===== src/rtl/life_gen_seq.sv =====
// Generation sequencer for the Life array: scans an X-by-Y cell array, debounces the step and
// run keys, and latches a per-frame update enable from manual steps or a free-running divider.
module life_gen_seq #(
  parameter int unsigned X        = 8,
  parameter int unsigned Y        = 8,
  parameter int unsigned LOG2X    = 3,
  parameter int unsigned LOG2Y    = 3,
  parameter int unsigned DEB_BITS = 4,
  parameter int unsigned RATE_W   = 8,
  parameter int unsigned GEN_W    = 16
) (
  input  logic                   clk_i,
  input  logic                   reset_i,
  input  logic                   key_nxt_i,
  input  logic                   key_run_i,
  input  logic [RATE_W-1:0]      rate_i,
  output logic [LOG2X+LOG2Y-1:0] cnt_o,
  output logic [LOG2X-1:0]       x_o,
  output logic [LOG2Y-1:0]       y_o,
  output logic                   frame_last_o,
  output logic                   nxt_bit_o,
  output logic                   running_o,
  output logic [GEN_W-1:0]       gen_o
);

  localparam int unsigned CW = LOG2X + LOG2Y;
  localparam logic [CW-1:0]    CntLast  = CW'(X * Y - 1);
  localparam logic [CW-1:0]    CntLatch = CW'(X * Y - 2);
  localparam logic [LOG2X-1:0] XLast    = LOG2X'(X - 1);
  localparam logic [LOG2Y-1:0] YLast    = LOG2Y'(Y - 1);

  logic [CW-1:0]    cnt_q, cnt_d;
  logic [LOG2X-1:0] x_q, x_d;
  logic [LOG2Y-1:0] y_q, y_d;
  logic             nxt_q, nxt_d;
  logic             run_q, run_d;
  logic             pend_q, pend_d;
  logic [GEN_W-1:0] gen_q, gen_d;
  logic [RATE_W-1:0] fdiv_q, fdiv_d;

  // Index 0 is the step key, index 1 the run key.
  logic [1:0]                s1_q, s2_q, deb_q, deb_d;
  logic [1:0][DEB_BITS-1:0]  dc_q, dc_d;
  logic [1:0]                flip, fall;
  logic [1:0]                key;

  logic latch, auto, load;

  assign key   = {key_run_i, key_nxt_i};
  assign latch = (cnt_q == CntLatch);

  always_comb begin
    deb_d = deb_q;
    dc_d  = '0;
    flip  = '0;
    fall  = '0;
    for (int k = 0; k < 2; k++) begin
      flip[k] = (s2_q[k] != deb_q[k]) && (&dc_q[k]);
      fall[k] = flip[k] && deb_q[k];
      if (flip[k]) begin
        deb_d[k] = s2_q[k];
      end else if (s2_q[k] != deb_q[k]) begin
        dc_d[k] = dc_q[k] + 1'b1;
      end
    end
  end

  always_comb begin
    auto = run_q && latch && (fdiv_q == rate_i);
    load = pend_q | auto;

    cnt_d = (cnt_q == CntLast) ? '0 : cnt_q + 1'b1;
    x_d   = (x_q == XLast) ? '0 : x_q + 1'b1;
    y_d   = y_q;
    if (x_q == XLast) y_d = (y_q == YLast) ? '0 : y_q + 1'b1;

    // A release on the latch edge survives to be consumed at the following latch point.
    pend_d = fall[0] ? 1'b1 : (latch ? 1'b0 : pend_q);
    run_d  = run_q ^ fall[1];

    fdiv_d = fdiv_q;
    if (!run_q)     fdiv_d = '0;
    else if (latch) fdiv_d = auto ? '0 : fdiv_q + 1'b1;

    nxt_d = latch ? load : nxt_q;
    gen_d = gen_q + GEN_W'(latch && load);
  end

  always_ff @(posedge clk_i or posedge reset_i) begin
    if (reset_i) begin
      cnt_q  <= '0;
      x_q    <= '0;
      y_q    <= '0;
      nxt_q  <= 1'b0;
      run_q  <= 1'b0;
      pend_q <= 1'b0;
      gen_q  <= '0;
      fdiv_q <= '0;
      s1_q   <= '0;
      s2_q   <= '0;
      deb_q  <= '0;
      dc_q   <= '0;
    end else begin
      cnt_q  <= cnt_d;
      x_q    <= x_d;
      y_q    <= y_d;
      nxt_q  <= nxt_d;
      run_q  <= run_d;
      pend_q <= pend_d;
      gen_q  <= gen_d;
      fdiv_q <= fdiv_d;
      s1_q   <= key;
      s2_q   <= s1_q;
      deb_q  <= deb_d;
      dc_q   <= dc_d;
    end
  end

  assign cnt_o        = cnt_q;
  assign x_o          = x_q;
  assign y_o          = y_q;
  assign frame_last_o = (cnt_q == CntLast);
  assign nxt_bit_o    = nxt_q;
  assign running_o    = run_q;
  assign gen_o        = gen_q;

endmodule


===== config.mk =====
export PLATFORM = sky130hd
export DESIGN_NAME = life_gen_seq
export DESIGN_NICKNAME = d
export VERILOG_FILES = /design/src/rtl/life_gen_seq.sv
export SDC_FILE = /design/constraint.sdc
export NUM_CORES = 1
export LEC_CHECK = 0
export ABC_AREA = 1
export BUFFER_PORTS_ARGS = -buffer_cell sky130_fd_sc_hd__buf_2
export CORE_AREA = 2 2 74 76
export DETAILED_ROUTE_END_ITERATION = 10
export DIE_AREA = 0 0 76 78
export PLACE_DENSITY = 0.85
export SLEW_MARGIN = 30
export SYNTH_ARGS = -nofsm -noshare
export SYNTH_HDL_FRONTEND = slang
export SYNTH_SLANG_ARGS = --single-unit

===== constraint.sdc =====
create_clock -name clk_i -period 2.1 [get_ports clk_i]
set_input_delay 0.63 -clock clk_i [delete_from_list [all_inputs] [get_ports clk_i]]
set_output_delay 0.63 -clock clk_i [all_outputs]
set_load 0.01 [all_outputs]

==> flow_summary_export.csv <==
group,metric,value,unit
status,status,"finished with violations",
status,violations,"setup timing",
logic_synthesis,ys_ff_latch,53,
logic_synthesis,yosysSeqAreaShare,53.1,%
power_and_ir_drop,peakVddDrop,0.000417,V
power_and_ir_drop,power.total,1.72,mW
power_and_ir_drop,power_density,545,mW/mm²
hold_path,min_path_type,"in2async",
timing,setup_ws,-0.0362,ns
timing,fmax,0.468,GHz
logic_synthesis,syn-cell-area,0.00250,mm²
routing,drt_iter0_drc,76,
timing,hold_violations,0,
cts,htreeDepth,2,
setup_path,startpoint,"cnt_o[1]$_DFF_PP0_",
routing,wl_per_cell,12.1,µm
setup_path,cpMaxStageDelayCell,"dfrtp_1",
setup_path,cp.required,1.47,ns
timing,setup_viol,1,
global_routing,first_global_vias,1819,
setup_path,crit_chain,"buf_4 > ha_1 > nand3_1 > nor2_1 > buf_2",
die,initial_utilization,49.5,%
cts,cts_buffers,5,
logic_synthesis,synth.distinct_cells,27,
finish,drive_above_1_share,37.5,%
placement,numPortBuffers,42,
global_routing,grt-ovfl-total,0,
cts,insertion_delay,0.31,ns
routing,dr.max_layer_used,"met4",
setup_path,critPathTopFamily,"flip-flops",
finish,syn_to_final_growth,26.7,%
logic_synthesis,syn_avg_cell_area,10.5,µm²
timing,skew,0.0124,ns
die,dieArea,0.00593,mm²
placement,dp.final_hpwl,3.23,mm
die,core,0.00504,mm²
die,rows,26,
setup_path,worst_setup_path_end_kind,"output pin",
global_routing,grt_pass1_wl,7.90,mm
timing,setup_tns,-0.0362,ns
routing,dr_total_vias,1793,
logic_synthesis,syn_nets,261,
routing,route.met2.wl,2.28,mm
timing,final.period_utilization,102,%
setup_path,crit_type,"reg2out",
routing,drtAntennaViolNets,0,
setup_path,slowest_delay,0.39,ns
finish,layout.cells.non_filler,377,
job,cap_violations,0,
power_and_ir_drop,p_leak,1.62,nW
setup_path,r2r_start,"cnt_o[0]$_DFF_PP0_",
routing,met3_length,222,µm
setup_path,crit_path_start_kind,"flip-flop",
die,pin_count,43,
timing,rsz0062_at_grt,"yes",
routing,drtPass1Iterations,4,
cts,clockRootBuffer,"clkbuf_8",
routing,via_per_inst,4.76,
global_routing,antenna_found_initial,0,
logic_synthesis,syn-instance-count,238,
setup_path,critPathMaxFanout,4,
die,die_y,78,µm
setup_path,timing.rr.end,"gen_o[12]$_DFF_PP0_",
global_routing,grt_usage,16.6,%
timing,maxSlewHeadroom,64.2,%
logic_synthesis,ys_warn_count,0,
setup_path,critPathBufInv,2,
finish,fin_nets,329,
finish,utilization,62.7,%
timing,tightest_slew,0.535,ns
setup_path,r2r_cells,15,
cts,cts_tree,"built",
cts,clk_pin_slew_worst_paths,0.09,ns
setup_path,arrival,1.51,ns
setup_path,r2r_slack,0.01,ns
finish,diodes,0,
routing,wl_met1,2.01,mm
placement,dp.cells,362,
placement,routabilityCongestion,0.757,
timing,final.min_clock_period,2.14,ns
routing,wl,4.57,mm
cts,cts.path.max_buffers,2,
global_routing,grt_max_degree,54,
placement,preCtsSetupSlack,-0.233,ns
cts,clkSinkCount,53,
timing,drv_slew,0,
routing,drc,0,
die,die_x,76,µm
==> layer usage <==
layer / GRT usage [%] / vias to the layer above
met5: 0 / -
met3: 4.77 / 6
met4: 5.27 / 0
met2: 28.6 / 32
li1: - / 895
met1: 20.2 / 860
==> metrics by stage <==
stage	area [µm²]	hold slack [ns]
floorplan	2530	0.331
finish	3160	0.349
CTS	3090	0.362
global placement	2930	0.331
global route	3160	0.366
detailed placement	2930	0.342
==> tightest hold or removal path: stages <==
cell	delay (ns)
buf_2	0.11
inv_2	0.06
buf_12	0.25
==> how the worst max path moves through the flow <==
stage / end / slack [ns] / depth (start not counted)
2_1_floorplan: gen_o[12]$_DFF_PP0_ / 0.002 / 15
3_3_place_gp: gen_o[13]$_DFF_PP0_ / -0.21 / 11
3_5_place_dp: gen_o[14]$_DFF_PP0_ / -0.23 / 13
4_1_cts: gen_o[14]$_DFF_PP0_ / -0.01 / 15
5_1_grt: gen_o[12]$_DFF_PP0_ / -0.15 / 15
6_report: frame_last_o / -0.04 / 5
==> area by class of cell <==
cell class / instances / area (µm²)
fillers: 393 / 1880
flip-flops and latches: 53 / 1330
multi-input cells: 160 / 1180
repair buffers: 62 / 373
clock buffers: 7 / 96.3
inverters: 24 / 95.1
well taps: 70 / 87.6
clock inverters: 1 / 5.00
==> synth_stat cells (all sizes together) <==
| cell | n | area (µm²) |
|---|---|---|
| nor3b | 1 | 7.51 |
| nand3 | 17 | 110 |
| nand4 | 5 | 31.3 |
| nor2 | 26 | 134 |
| mux2 | 2 | 22.5 |
| buf | 1 | 5.00 |
| inv | 24 | 90.1 |
| and3 | 1 | 6.26 |
| a21oi | 6 | 30.0 |
| ha | 11 | 138 |
| xor2 | 18 | 158 |
| nand2 | 43 | 184 |
| a21o | 1 | 8.76 |
| xnor2 | 15 | 131 |
| o21ai | 10 | 72.6 |
| nor3 | 4 | 41.3 |
| dfrtp | 53 | 1330 |
==> power breakdown <==
| group | internal, mW | switching [mW] | total [mW] | leakage [nW] |
|---|---|---|---|---|
| logic | 0.0269 | 0.0430 | 0.0699 | 0.893 |
| registers | 1.03 | 0.00843 | 1.04 | 0.671 |
| clock network | 0.298 | 0.316 | 0.614 | 0.0542 |
==> registers in the layout (all words and copies together) (netlist names) <==
register   count
pend_q         1
gen_o         16
x_o            3
fdiv_q         8
s2_q           2
deb_q          2
running_o      1
cnt_o          6
s1_q           2
y_o            3
dc_q           8
nxt_bit_o      1
==> cell usage in the layout, fill, tap and decap left out, types with 3 or more instances in the layout <==
cell type	instances
dfrtp_1	52
buf_2	42
nand2_1	37
inv_1	19
nor2_1	19
buf_4	19
xor2_1	18
xnor2_1	14
nand3_1	8
ha_1	8
nand3_2	7
clkbuf_8	7
a21oi_1	6
o21ai_2	6
nand4_1	5
nor2_4	4
nand2_2	4
o21ai_0	4
inv_2	3
nor3_2	3
ha_4	3
==> kinds of logic (layout without fill, tap and decap cells) <==
| family | after synthesis | count (layout) | synth area share (%) |
|---|---|---|---|
| multiplexers | 2 | 2 | 0.902 |
| AO/OA/AOI/OAI | 17 | 17 | 4.46 |
| XOR/XNOR | 33 | 33 | 11.6 |
| AND/OR/NAND/NOR | 97 | 97 | 20.6 |
| buffers and inverters | 25 | 94 | 3.81 |
| flip-flops | 53 | 53 | 53.1 |
| adder cells (fa/ha/maj) | 11 | 11 | 5.51 |
==> what timing repair did <==
item | 4_1_cts | 5_1_grt
setup buffers | 3 | 4
endpoints found under the setup margin | 6 | 11
resized for setup | 8 | 8
hold buffers | 0 | 0
pin swaps | 4 | 6
(Power assumes the default switching activity.)
